**src/rtl/tlb_op_ctrl_pkg.sv**
```systemverilog
// ============================================================================
// Module      : tlb_op_ctrl_pkg
// Description : Shared op encodings, FSM states and constants for the
//               TLB-maintenance sequencer.
// Revision    : 1.0 - initial release
// ============================================================================
`default_nettype none

package tlb_op_ctrl_pkg;

  // Bit positions inside the one-hot op vector {tlbwr,tlbwi,tlbr,tlbp}
  localparam int OP_TLBP  = 0;
  localparam int OP_TLBR  = 1;
  localparam int OP_TLBWI = 2;
  localparam int OP_TLBWR = 3;

  localparam logic [2:0] ST_IDLE   = 3'd0;
  localparam logic [2:0] ST_ISSUE  = 3'd1;
  localparam logic [2:0] ST_WAIT   = 3'd2;
  localparam logic [2:0] ST_COMMIT = 3'd3;
  localparam logic [2:0] ST_HOLD   = 3'd4;

  localparam logic [31:0] PROBE_MISS = 32'h8000_0000;

  function automatic logic is_onehot4(input logic [3:0] v);
    return (v != 4'b0000) && ((v & (v - 4'd1)) == 4'b0000);
  endfunction

endpackage

`default_nettype wire

```
**src/rtl/tlb_op_snapshot.sv**
```systemverilog
// ============================================================================
// Module      : tlb_op_snapshot
// Description : CP0 snapshot registers feeding the TLB request, plus the
//               registered probe/read results returned to CP0.
// Revision    : 1.0 - initial release
// ============================================================================
`default_nettype none

module tlb_op_snapshot
  import tlb_op_ctrl_pkg::*;
#(
  parameter int IDX_W = 4
) (
  input  logic             clk,
  input  logic             rst,
  input  logic             capture_i,
  input  logic [3:0]       op_i,
  input  logic [31:0]      cp0_index_i,
  input  logic [31:0]      cp0_random_i,
  input  logic [31:0]      cp0_entry_hi_i,
  input  logic [31:0]      cp0_entry_lo0_i,
  input  logic [31:0]      cp0_entry_lo1_i,
  input  logic [31:0]      cp0_page_mask_i,
  input  logic             rsp_valid_i,
  input  logic             hit_i,
  input  logic [IDX_W-1:0] hit_idx_i,
  input  logic [31:0]      rdata_hi_i,
  input  logic [31:0]      rdata_lo0_i,
  input  logic [31:0]      rdata_lo1_i,
  input  logic [31:0]      rdata_mask_i,
  output logic [3:0]       op_o,
  output logic             tlb_we_o,
  output logic             tlb_probe_o,
  output logic [IDX_W-1:0] tlb_idx_o,
  output logic [31:0]      tlb_entry_hi_o,
  output logic [31:0]      tlb_entry_lo0_o,
  output logic [31:0]      tlb_entry_lo1_o,
  output logic [31:0]      tlb_page_mask_o,
  output logic [31:0]      index_o,
  output logic [31:0]      entry_hi_o,
  output logic [31:0]      entry_lo0_o,
  output logic [31:0]      entry_lo1_o,
  output logic [31:0]      page_mask_o
);

  logic [3:0]       op_q, op_d;
  logic [IDX_W-1:0] idx_q, idx_d, idx_sel;
  logic [31:0]      key_hi_q, key_hi_d, key_lo0_q, key_lo0_d;
  logic [31:0]      key_lo1_q, key_lo1_d, key_mask_q, key_mask_d;
  logic [31:0]      index_q, index_d, res_hi_q, res_hi_d;
  logic [31:0]      res_lo0_q, res_lo0_d, res_lo1_q, res_lo1_d;
  logic [31:0]      res_mask_q, res_mask_d;
  logic             unused_upper_bits;

  // Only the low IDX_W bits address the array; selection wraps modulo size
  assign unused_upper_bits = ^{cp0_index_i[31:IDX_W], cp0_random_i[31:IDX_W]};

  always_comb begin
    idx_sel = '0;
    if (op_i[OP_TLBWR])
      idx_sel = cp0_random_i[IDX_W-1:0];
    else if (op_i[OP_TLBWI] || op_i[OP_TLBR])
      idx_sel = cp0_index_i[IDX_W-1:0];
  end

  always_comb begin
    op_d       = op_q;
    idx_d      = idx_q;
    key_hi_d   = key_hi_q;
    key_lo0_d  = key_lo0_q;
    key_lo1_d  = key_lo1_q;
    key_mask_d = key_mask_q;
    index_d    = index_q;
    res_hi_d   = res_hi_q;
    res_lo0_d  = res_lo0_q;
    res_lo1_d  = res_lo1_q;
    res_mask_d = res_mask_q;
    if (capture_i) begin
      op_d       = op_i;
      idx_d      = idx_sel;
      key_hi_d   = cp0_entry_hi_i;
      key_lo0_d  = cp0_entry_lo0_i;
      key_lo1_d  = cp0_entry_lo1_i;
      key_mask_d = cp0_page_mask_i;
    end
    if (rsp_valid_i) begin
      if (op_q[OP_TLBP]) begin
        index_d = hit_i ? {{(32-IDX_W){1'b0}}, hit_idx_i} : PROBE_MISS;
      end else begin
        res_hi_d   = rdata_hi_i;
        res_lo0_d  = rdata_lo0_i;
        res_lo1_d  = rdata_lo1_i;
        res_mask_d = rdata_mask_i;
      end
    end
  end

  always_ff @(posedge clk) begin
    if (rst) begin
      op_q       <= '0;
      idx_q      <= '0;
      key_hi_q   <= '0;
      key_lo0_q  <= '0;
      key_lo1_q  <= '0;
      key_mask_q <= '0;
      index_q    <= '0;
      res_hi_q   <= '0;
      res_lo0_q  <= '0;
      res_lo1_q  <= '0;
      res_mask_q <= '0;
    end else begin
      op_q       <= op_d;
      idx_q      <= idx_d;
      key_hi_q   <= key_hi_d;
      key_lo0_q  <= key_lo0_d;
      key_lo1_q  <= key_lo1_d;
      key_mask_q <= key_mask_d;
      index_q    <= index_d;
      res_hi_q   <= res_hi_d;
      res_lo0_q  <= res_lo0_d;
      res_lo1_q  <= res_lo1_d;
      res_mask_q <= res_mask_d;
    end
  end

  assign op_o            = op_q;
  assign tlb_we_o        = op_q[OP_TLBWI] | op_q[OP_TLBWR];
  assign tlb_probe_o     = op_q[OP_TLBP];
  assign tlb_idx_o       = idx_q;
  assign tlb_entry_hi_o  = key_hi_q;
  assign tlb_entry_lo0_o = key_lo0_q;
  assign tlb_entry_lo1_o = key_lo1_q;
  assign tlb_page_mask_o = key_mask_q;
  assign index_o         = index_q;
  assign entry_hi_o      = res_hi_q;
  assign entry_lo0_o     = res_lo0_q;
  assign entry_lo1_o     = res_lo1_q;
  assign page_mask_o     = res_mask_q;

endmodule

`default_nettype wire

```
**src/rtl/tlb_op_ctrl.sv**
```systemverilog
// ============================================================================
// Module      : tlb_op_ctrl
// Description : Multi-cycle sequencer for TLBP/TLBR/TLBWI/TLBWR between CP0
//               and the shared TLB array.
// Revision    : 1.0 - initial release
// ============================================================================
`default_nettype none

module tlb_op_ctrl
  import tlb_op_ctrl_pkg::*;
#(
  parameter int TLB_LINE_NUM = 16,
  parameter int IDX_W        = $clog2(TLB_LINE_NUM)
) (
  input  logic             clk,
  input  logic             rst,
  input  logic             op_valid_i,
  input  logic [3:0]       op_type_i,
  input  logic             flush_exception_i,
  input  logic             stall_other_i,
  input  logic [31:0]      cp0_index_i,
  input  logic [31:0]      cp0_random_i,
  input  logic [31:0]      cp0_entry_hi_i,
  input  logic [31:0]      cp0_entry_lo0_i,
  input  logic [31:0]      cp0_entry_lo1_i,
  input  logic [31:0]      cp0_page_mask_i,
  output logic             tlb_req_o,
  output logic             tlb_we_o,
  output logic             tlb_probe_o,
  output logic [IDX_W-1:0] tlb_idx_o,
  output logic [31:0]      tlb_entry_hi_o,
  output logic [31:0]      tlb_entry_lo0_o,
  output logic [31:0]      tlb_entry_lo1_o,
  output logic [31:0]      tlb_page_mask_o,
  input  logic             tlb_ready_i,
  input  logic             tlb_rvalid_i,
  input  logic             tlb_hit_i,
  input  logic [IDX_W-1:0] tlb_hit_idx_i,
  input  logic [31:0]      tlb_rdata_hi_i,
  input  logic [31:0]      tlb_rdata_lo0_i,
  input  logic [31:0]      tlb_rdata_lo1_i,
  input  logic [31:0]      tlb_rdata_mask_i,
  output logic [3:0]       tlb_type_o,
  output logic [31:0]      index_o,
  output logic [31:0]      entry_hi_o,
  output logic [31:0]      entry_lo0_o,
  output logic [31:0]      entry_lo1_o,
  output logic [31:0]      page_mask_o,
  output logic             utlb_flush_o,
  output logic             stall_o,
  output logic             busy_o
);

  logic [2:0] state_q, state_d;
  logic       abort_q, abort_d;
  logic       accept;
  logic       rsp_valid;
  logic       is_write;
  logic [3:0] op_q;

  assign accept = ~rst & (state_q == ST_IDLE) & op_valid_i & ~flush_exception_i
                & is_onehot4(op_type_i);
  assign rsp_valid = (state_q == ST_WAIT) & tlb_rvalid_i;
  assign is_write  = op_q[OP_TLBWI] | op_q[OP_TLBWR];

  always_comb begin
    state_d = state_q;
    abort_d = abort_q;
    case (state_q)
      ST_IDLE: begin
        abort_d = 1'b0;
        if (accept) state_d = ST_ISSUE;
      end
      ST_ISSUE: begin
        if (flush_exception_i) abort_d = 1'b1;
        if (tlb_ready_i) state_d = is_write ? ST_COMMIT : ST_WAIT;
      end
      ST_WAIT: begin
        if (flush_exception_i) abort_d = 1'b1;
        if (tlb_rvalid_i) state_d = ST_COMMIT;
      end
      ST_COMMIT: state_d = stall_other_i ? ST_HOLD : ST_IDLE;
      ST_HOLD:   if (!stall_other_i) state_d = ST_IDLE;
      default:   state_d = ST_IDLE;
    endcase
  end

  always_ff @(posedge clk) begin
    if (rst) begin
      state_q <= ST_IDLE;
      abort_q <= 1'b0;
    end else begin
      state_q <= state_d;
      abort_q <= abort_d;
    end
  end

  // A write already landed in the array, so it still reports even if aborted
  always_comb begin
    tlb_type_o = 4'b0000;
    if ((state_q == ST_COMMIT) && (is_write || !abort_q))
      tlb_type_o = op_q;
  end

  assign tlb_req_o    = (state_q == ST_ISSUE);
  assign utlb_flush_o = (state_q == ST_COMMIT) & is_write;
  assign stall_o      = accept | (state_q == ST_ISSUE) | (state_q == ST_WAIT);
  assign busy_o       = (state_q != ST_IDLE);

  tlb_op_snapshot #(
    .IDX_W (IDX_W)
  ) u_snapshot (
    .clk             (clk),
    .rst             (rst),
    .capture_i       (accept),
    .op_i            (op_type_i),
    .cp0_index_i     (cp0_index_i),
    .cp0_random_i    (cp0_random_i),
    .cp0_entry_hi_i  (cp0_entry_hi_i),
    .cp0_entry_lo0_i (cp0_entry_lo0_i),
    .cp0_entry_lo1_i (cp0_entry_lo1_i),
    .cp0_page_mask_i (cp0_page_mask_i),
    .rsp_valid_i     (rsp_valid),
    .hit_i           (tlb_hit_i),
    .hit_idx_i       (tlb_hit_idx_i),
    .rdata_hi_i      (tlb_rdata_hi_i),
    .rdata_lo0_i     (tlb_rdata_lo0_i),
    .rdata_lo1_i     (tlb_rdata_lo1_i),
    .rdata_mask_i    (tlb_rdata_mask_i),
    .op_o            (op_q),
    .tlb_we_o        (tlb_we_o),
    .tlb_probe_o     (tlb_probe_o),
    .tlb_idx_o       (tlb_idx_o),
    .tlb_entry_hi_o  (tlb_entry_hi_o),
    .tlb_entry_lo0_o (tlb_entry_lo0_o),
    .tlb_entry_lo1_o (tlb_entry_lo1_o),
    .tlb_page_mask_o (tlb_page_mask_o),
    .index_o         (index_o),
    .entry_hi_o      (entry_hi_o),
    .entry_lo0_o     (entry_lo0_o),
    .entry_lo1_o     (entry_lo1_o),
    .page_mask_o     (page_mask_o)
  );

endmodule

`default_nettype wire

```
**config.mk**
```make
export PLATFORM = sky130hd
export DESIGN_NAME = tlb_op_ctrl
export DESIGN_NICKNAME = d
export VERILOG_FILES = /design/src/rtl/tlb_op_ctrl_pkg.sv /design/src/rtl/tlb_op_snapshot.sv /design/src/rtl/tlb_op_ctrl.sv
export SDC_FILE = /design/constraint.sdc
export NUM_CORES = 1
export LEC_CHECK = 0
export BUFFER_PORTS_ARGS = -buffer_cell sky130_fd_sc_hd__buf_4
export CAP_MARGIN = 25
export CELL_PAD_IN_SITES_DETAIL_PLACEMENT = 1
export CELL_PAD_IN_SITES_GLOBAL_PLACEMENT = 2
export CORE_AREA = 2 2 250 252
export DETAILED_ROUTE_END_ITERATION = 12
export DIE_AREA = 0 0 252 254
export PLACE_DENSITY = 0.72
export SYNTH_ARGS = -nofsm -noshare
export SYNTH_HDL_FRONTEND = slang
export SYNTH_HIERARCHICAL = 1
export SYNTH_SLANG_ARGS = --single-unit
```
**constraint.sdc**
```tcl
create_clock -name clk -period 2.1 [get_ports clk]
set_clock_uncertainty 0.05 [all_clocks]
set_input_delay 0.42 -clock clk [delete_from_list [all_inputs] [get_ports clk]]
set_output_delay 0.42 -clock clk [all_outputs]
set_load 0.03 [all_outputs]
```
Word-level counts from Yosys, hierarchy flattened:

Cells that the tools add are included.

* register bits: 300
* input bits: 336
* output and inout bits: 302
* word-level logic and storage cells: 64

* $add $sub $neg: 1
* eq/ne operators: 9
* mux-type cells: 13
* bitwise operators: 13
* reduce and logical (&&, ||, !) cells: 15

Operator list (count)
* two-way mux 32 bit: 1
* two-way mux 3 bit: 5
* case mux 3 bit (5 select lines): 1
* two-way mux 4 bit: 3
* bitwise AND 1 bit: 6
* == test 3 x 2 -> 1 bit, second input constant: 2
* != test 2 bit, second input constant: 3
* AND reduction 2 bit: 3
* bitwise AND 4 bit: 1
* zero test 4 bit: 1
* != test 2 x 1 -> 1 bit, second input constant: 2
* AND reduction 4 bit: 1
* nonzero test 4 bit: 1
* subtractor 4 x 1 -> 4 bit, second input constant: 1
* == test 3 x 1 -> 1 bit, second input constant: 1
* == test 3 bit, second input constant: 1
* zero test 3 bit: 1
* NOT 1 bit: 3
* bitwise OR 1 bit: 3
* nonzero test 3 bit: 1
* logical AND 1 bit: 2
* logical OR 1 bit: 2
* two-way mux 1 bit: 2
* case mux 1 bit (2 select lines): 1
* 3 further kinds: 3

Depth between registers and ports, before layout:

* depth after elaboration: 7
* gate-level depth with buffers: 9
* depth with buffers taken out: 6

Cells and area by module:

The synthesis kept the hierarchy.

By module, submodules not included
* tlb_op_snapshot: times used 1, cells an instance 1057, area each 9645.5 um2
* tlb_op_ctrl: times used 1, cells an instance 45, area each 332.8 um2

Worst setup path before layout:

No wires, ideal clock.

* kind: register -> register
* start point: register state_q[0]
* end point: register u_snapshot.key_hi_q[23] (netlist: u_snapshot/tlb_entry_hi_o[23])
* setup time: 0.128 ns
* data arrival time: 1.691 ns
* setup slack: 0.231 ns
* cell stages (with the launch flop): 10
* path buffers: 4
* path through: dfxtp_1 > buf_4 > nor3_1 > inv_1 > nor2_1 > buf_2 > buf_4 > buf_2 > mux2i_1 > nor2_1

* word-level cells in the longest chain between the ends: 5

RTL lines
* start: declaration: line tlb_op_ctrl.sv:54 `logic [2:0] state_q, state_d;`
* start signal: assignment: line tlb_op_ctrl.sv:93 `state_q <= state_d;`
* zero test 3 bit: line tlb_op_ctrl.sv:61 `assign accept = ~rst & (state_q == ST_IDLE) & op_valid_i & ~flush_exception_i`
* bitwise AND 1 bit (3 in series): line tlb_op_ctrl.sv:61
* bitwise AND 1 bit: line tlb_op_ctrl.sv:62 `& is_onehot4(op_type_i);`
* net accept: line tlb_op_ctrl.sv:56 `logic accept;`
* end signal: assignment: line tlb_op_snapshot.sv:114 `key_hi_q <= key_hi_d;`
* end: declaration: line tlb_op_snapshot.sv:48 `logic [31:0] key_hi_q, key_hi_d, key_lo0_q, key_lo0_d;`

The timed path passes the listed nets, and every way through them passes these cells.
A chain may end at the register's enable or synchronous reset.

Final worst setup path:

* start point: register state_q[1]
* end point: output tlb_type_o[0]

* word-level cells in the longest chain between the ends: 3

RTL lines
* == test 3 x 2 -> 1 bit: line tlb_op_ctrl.sv:101 `if ((state_q == ST_COMMIT) && (is_write || !abort_q))`
* logical AND 1 bit: line tlb_op_ctrl.sv:101
* two-way mux 4 bit: line tlb_op_ctrl.sv:101
* end: declaration: line tlb_op_ctrl.sv:43 `output logic [3:0] tlb_type_o,`

No other way between the ends.

==> flow_metrics.tcl <==
set metrics [dict create \
    reg2regPathDepth 8 \
    path_delay_family "flip-flops" \
    grt_first_pass_wirelength_mm 58.5 \
    antenna_violations_before_repair 6 \
    post_synth_num_cell_types 28 \
    worst-endpoint-arrival_ns 1.59 \
    detailedRoute.firstIterationViolations 243 \
    total_clock_buffers_created_by_cts 35 \
    initial_core_util_pct 16.3 \
    count_of_vias_placed_by_the_detailed_router 9637 \
    synth.yosys.seq_area_share_pct 54.8 \
    post-route-period-util_pct 97.9 \
    criticalPathCategory "reg -> out" \
    gp_congestion 0.766 \
    commonest_register_cell_after_synthesis "sky130_fd_sc_hd__dfxtp_1" \
    vias_in_the_first_global_route 10000 \
    largest_stage_delay_worst_path_ns 0.33 \
    final_layout_size_suffix_gt1_share_pct 39.4 \
    max_cap_viol_count 0 \
    whs_endpoint "u_snapshot/tlb_entry_lo1_o[5]" \
    ctsHtreeMaxLevel 2 \
    cpMostUsedCell "sky130_fd_sc_hd__buf_6" \
    yosys_register_bits 273 \
    storage_cell_area_mm2 0.00547 \
    grt_max_degree 129 \
    fp.coreArea_mm2 0.0613 \
    holdPathStages 3 \
    ant_nets 0 \
    start_kind "flop" \
    gr-usage-all-layers_pct 11.6 \
    global_route.usage.met3_pct 6.07 \
    io_pins 638 \
    hold_path_startpoint "cp0_entry_lo1_i[5]" \
    worst_ep_required_ns 1.63 \
    synthesis.area_mm2 0.00998 \
    crit-reg2reg-launch "state_q[1]" \
    powerDensity_mw_per_mm2 757 \
    tritoncts_clock_tree "done" \
    rows 91 \
    static-leakage-power_nw 6.79 \
    max_freq_mhz 487 \
    number_of_nets_in_the_final_layout 1994 \
    period_needed_ns 2.06 \
    postSynthCellCount 1102 \
    synthesis.yosys.warnings 6 \
    whs_ns 0.0798 \
    gr-max-usage-layer "met2" \
    worst_slew_pin_slew_ns 0.828 \
    dp_hpwl_mm 30.4 \
    fp.dieH_um 254 \
    clock_insertion_delay_worst_skew_ns 0.51 \
    rsz0062_at_grt "true" \
    dieWidth_um 252 \
    synth_enable_flop_cells 0 \
    r2r_end "u_snapshot/tlb_entry_lo0_o[11]" \
    path_cells "buf_6 > nand2_4 > a211oi_4 > and2_1 > buf_6" \
    outcome "finished clean" \
    residual_overflow_from_global_routing 0 \
    relSlewSlack_pct 44.8 \
    avg_inst_size_synth_um2 9.05 \
    die-area_mm2 0.0640 \
    cts-root-buf "sky130_fd_sc_hd__clkbuf_16" \
    hold_violations 0 \
    drt_wl_total_mm 39.7 \
    post_layout_nonfiller_instances 2473 \
    vias_per_cell 3.90 \
    cts_hold_buffers 0 \
    globalRouteMet1Util_pct 12.2 \
    numPlacedInstances 2409 \
    buffer_ports.inserted 554 \
    multi_input_comb_area_mm2 0.00399 \
    clock-sinks 273 \
    grtUsageMet2_pct 20.1 \
    final-setup-viol-count 0 \
    max-clock-path-buffers 3 \
    synthArstFlopShare_pct 0 \
    cts.reportedPaths.clkPinSlew_ns 0.06 \
    filler_cell_count 7199 \
    worst_ir_drop_vdd_mv 0.467 \
    slowest_cell_on_the_critical_path "sky130_fd_sc_hd__dfxtp_2" \
    final_max_slew_viol_count 0 \
    critical_path_peak_fanout 8 \
    detail_route.wl_per_cell_um 16.1 \
    setup.reg_to_reg.worst_slack_ns 0.16 \
    detailedRoute.firstPassIterationCount 4 \
    min_delay_path_class "in -> reg" \
    remaining_drc_errors 0 \
    critical_path.endpoint_type "output port" \
    area_delta_synth_final_pct 63.5 \
    worst-path-buf-inv 2 \
]
[report_power, final]
group	switching (W)	internal (W)	leakage (nW)
clock network	0.00232	0.00378	0.562
logic	0.000484	0.000502	4.03
registers	0.0000312	0.00523	2.20
total	0.00283	0.00951	6.79
[cell families (layout without fill, tap and decap cells)]
group	count (synthesis)	in the layout	share of synthesized area [%]
AOI/OAI and AO/OA	149	149	7.91
xor gates and xnor gates	1	1	0.0878
buffers and inverters	109	662	6.62
DFF	273	273	54.8
muxes	132	132	13.2
other	1	29	0.0376
and+or+nand+nor	437	437	17.3
[per-stage QoR]
stage / cell area (um2) / utilization, % / setup slack [ns] / TNS (ns) / total power, W
final: 16300 / 26.6 / 0.0448 / 0 / 0.0123
after global routing: 16300 / 26.6 / -0.0678 / -0.238 / 0.0129
after CTS: 16300 / 26.6 / -0.0175 / -0.0381 / 0.0126
after detailed placement: 15100 / 24.6 / -0.0439 / -0.451 / 0.00637
after global placement: 15100 / 24.6 / -0.0273 / -0.414 / 0.00636
after floorplan: 10100 / - / 0.231 / 0 / 0.00580
[repair_timing]
item | 4_1_cts | 5_1_grt
hold endpoints to repair | 0 | 0
setup endpoints to repair | 4 | 6
pin swaps | 2 | 2
gates resized for setup | 7 | 4
setup buffers | 0 | 2
[layout by cell type (no fill, tap or decap), types with 2 or more instances in the layout]
| master | Yosys | layout |
|---|---|---|
| sky130_fd_sc_hd__nand4_1 | 4 | 4 |
| sky130_fd_sc_hd__nor3_1 | 5 | 5 |
| sky130_fd_sc_hd__clkbuf_8 | 0 | 10 |
| sky130_fd_sc_hd__mux2i_1 | 132 | 132 |
| sky130_fd_sc_hd__or2_2 | 2 | 2 |
| sky130_fd_sc_hd__bufinv_16 | 0 | 2 |
| sky130_fd_sc_hd__buf_4 | 60 | 581 |
| sky130_fd_sc_hd__nand2_1 | 266 | 266 |
| sky130_fd_sc_hd__dfxtp_2 | 0 | 2 |
| sky130_fd_sc_hd__clkbuf_1 | 22 | 11 |
| sky130_fd_sc_hd__a21oi_1 | 137 | 137 |
| sky130_fd_sc_hd__and2_1 | 4 | 3 |
| sky130_fd_sc_hd__nand3b_1 | 5 | 5 |
| sky130_fd_sc_hd__nand2b_1 | 4 | 3 |
| sky130_fd_sc_hd__clkbuf_16 | 0 | 37 |
| sky130_fd_sc_hd__a311oi_1 | 5 | 5 |
| sky130_fd_sc_hd__nor3b_1 | 3 | 3 |
| sky130_fd_sc_hd__a211oi_1 | 3 | 3 |
| sky130_fd_sc_hd__diode_2 | 0 | 2 |
| sky130_fd_sc_hd__inv_1 | 2 | 2 |
| sky130_fd_sc_hd__dfxtp_1 | 273 | 271 |
| sky130_fd_sc_hd__conb_1 | 1 | 27 |
| sky130_fd_sc_hd__buf_6 | 0 | 4 |
| sky130_fd_sc_hd__nand3_1 | 2 | 2 |
| sky130_fd_sc_hd__nor2_1 | 139 | 137 |
| sky130_fd_sc_hd__nor2_2 | 1 | 2 |
| sky130_fd_sc_hd__buf_12 | 0 | 14 |
[tightest hold or removal path: cells and delay by family]
| family | cells | cell delay (ns) |
|---|---|---|
| simple gates | 1 | 0.07 |
| buf+inv | 1 | 0.08 |
| mux | 1 | 0.05 |
[layer usage]
layer / wire (um) / vias to the layer above / part of all wire [%]
li1: - / 4650 / -
met1: 14700 / 4517 / 37
met2: 19300 / 404 / 49
met3: 4660 / 58 / 12
met4: 994 / 8 / 2.5
met5: 54 / - / 0.14
[synthesized netlist by cell type (5+ instances only)]
cell type | n | area share (%)
sky130_fd_sc_hd__dfxtp_1 | 273 | 55
sky130_fd_sc_hd__nand2_1 | 266 | 10
sky130_fd_sc_hd__nor2_1 | 139 | 5.2
sky130_fd_sc_hd__a21oi_1 | 137 | 6.9
sky130_fd_sc_hd__mux2i_1 | 132 | 13
sky130_fd_sc_hd__buf_4 | 60 | 4.5
sky130_fd_sc_hd__clkbuf_1 | 22 | 0.83
sky130_fd_sc_hd__buf_2 | 21 | 1.1
sky130_fd_sc_hd__a311oi_1 | 5 | 0.44
sky130_fd_sc_hd__nand3b_1 | 5 | 0.38
sky130_fd_sc_hd__nor3_1 | 5 | 0.25
[flip-flops by register name (all words and copies together) (netlist names)]
signal / flops
u_snapshot/entry_hi_o: 32
u_snapshot/entry_lo0_o: 32
u_snapshot/entry_lo1_o: 32
u_snapshot/page_mask_o: 32
u_snapshot/tlb_entry_hi_o: 32
u_snapshot/tlb_entry_lo0_o: 32
u_snapshot/tlb_entry_lo1_o: 32
u_snapshot/tlb_page_mask_o: 32
u_snapshot/index_o: 5
u_snapshot/op_o: 4
u_snapshot/tlb_idx_o: 4
state_q: 3
abort_q: 1
[area by class of cell]
cell class,count,share of cell area [%]
timing repair buffer,600,28.8
tap,790,6.06
antenna,2,0.0307
inverter,2,0.0460
multi-input combinational,746,24.4
sequential,273,33.5
clock buffer,57,6.69
clock inverter,3,0.414
[worst max path at each step]
stage / from / endpoint / slack, ns / cells after the start
4_1_cts: state_q[1] / busy_o / -0.02 / 4
2_1_floorplan: state_q[0] / u_snapshot/tlb_entry_hi_o[23] / 0.23 / 9
3_3_place_gp: op_type_i[1] / u_snapshot/tlb_entry_lo1_o[9] / -0.03 / 9
5_1_grt: state_q[1] / tlb_type_o[1] / -0.07 / 5
6_report: state_q[1] / tlb_type_o[0] / 0.04 / 5
3_5_place_dp: op_type_i[1] / u_snapshot/tlb_entry_lo0_o[11] / -0.04 / 9
Power figures use the tool's default switching activity.
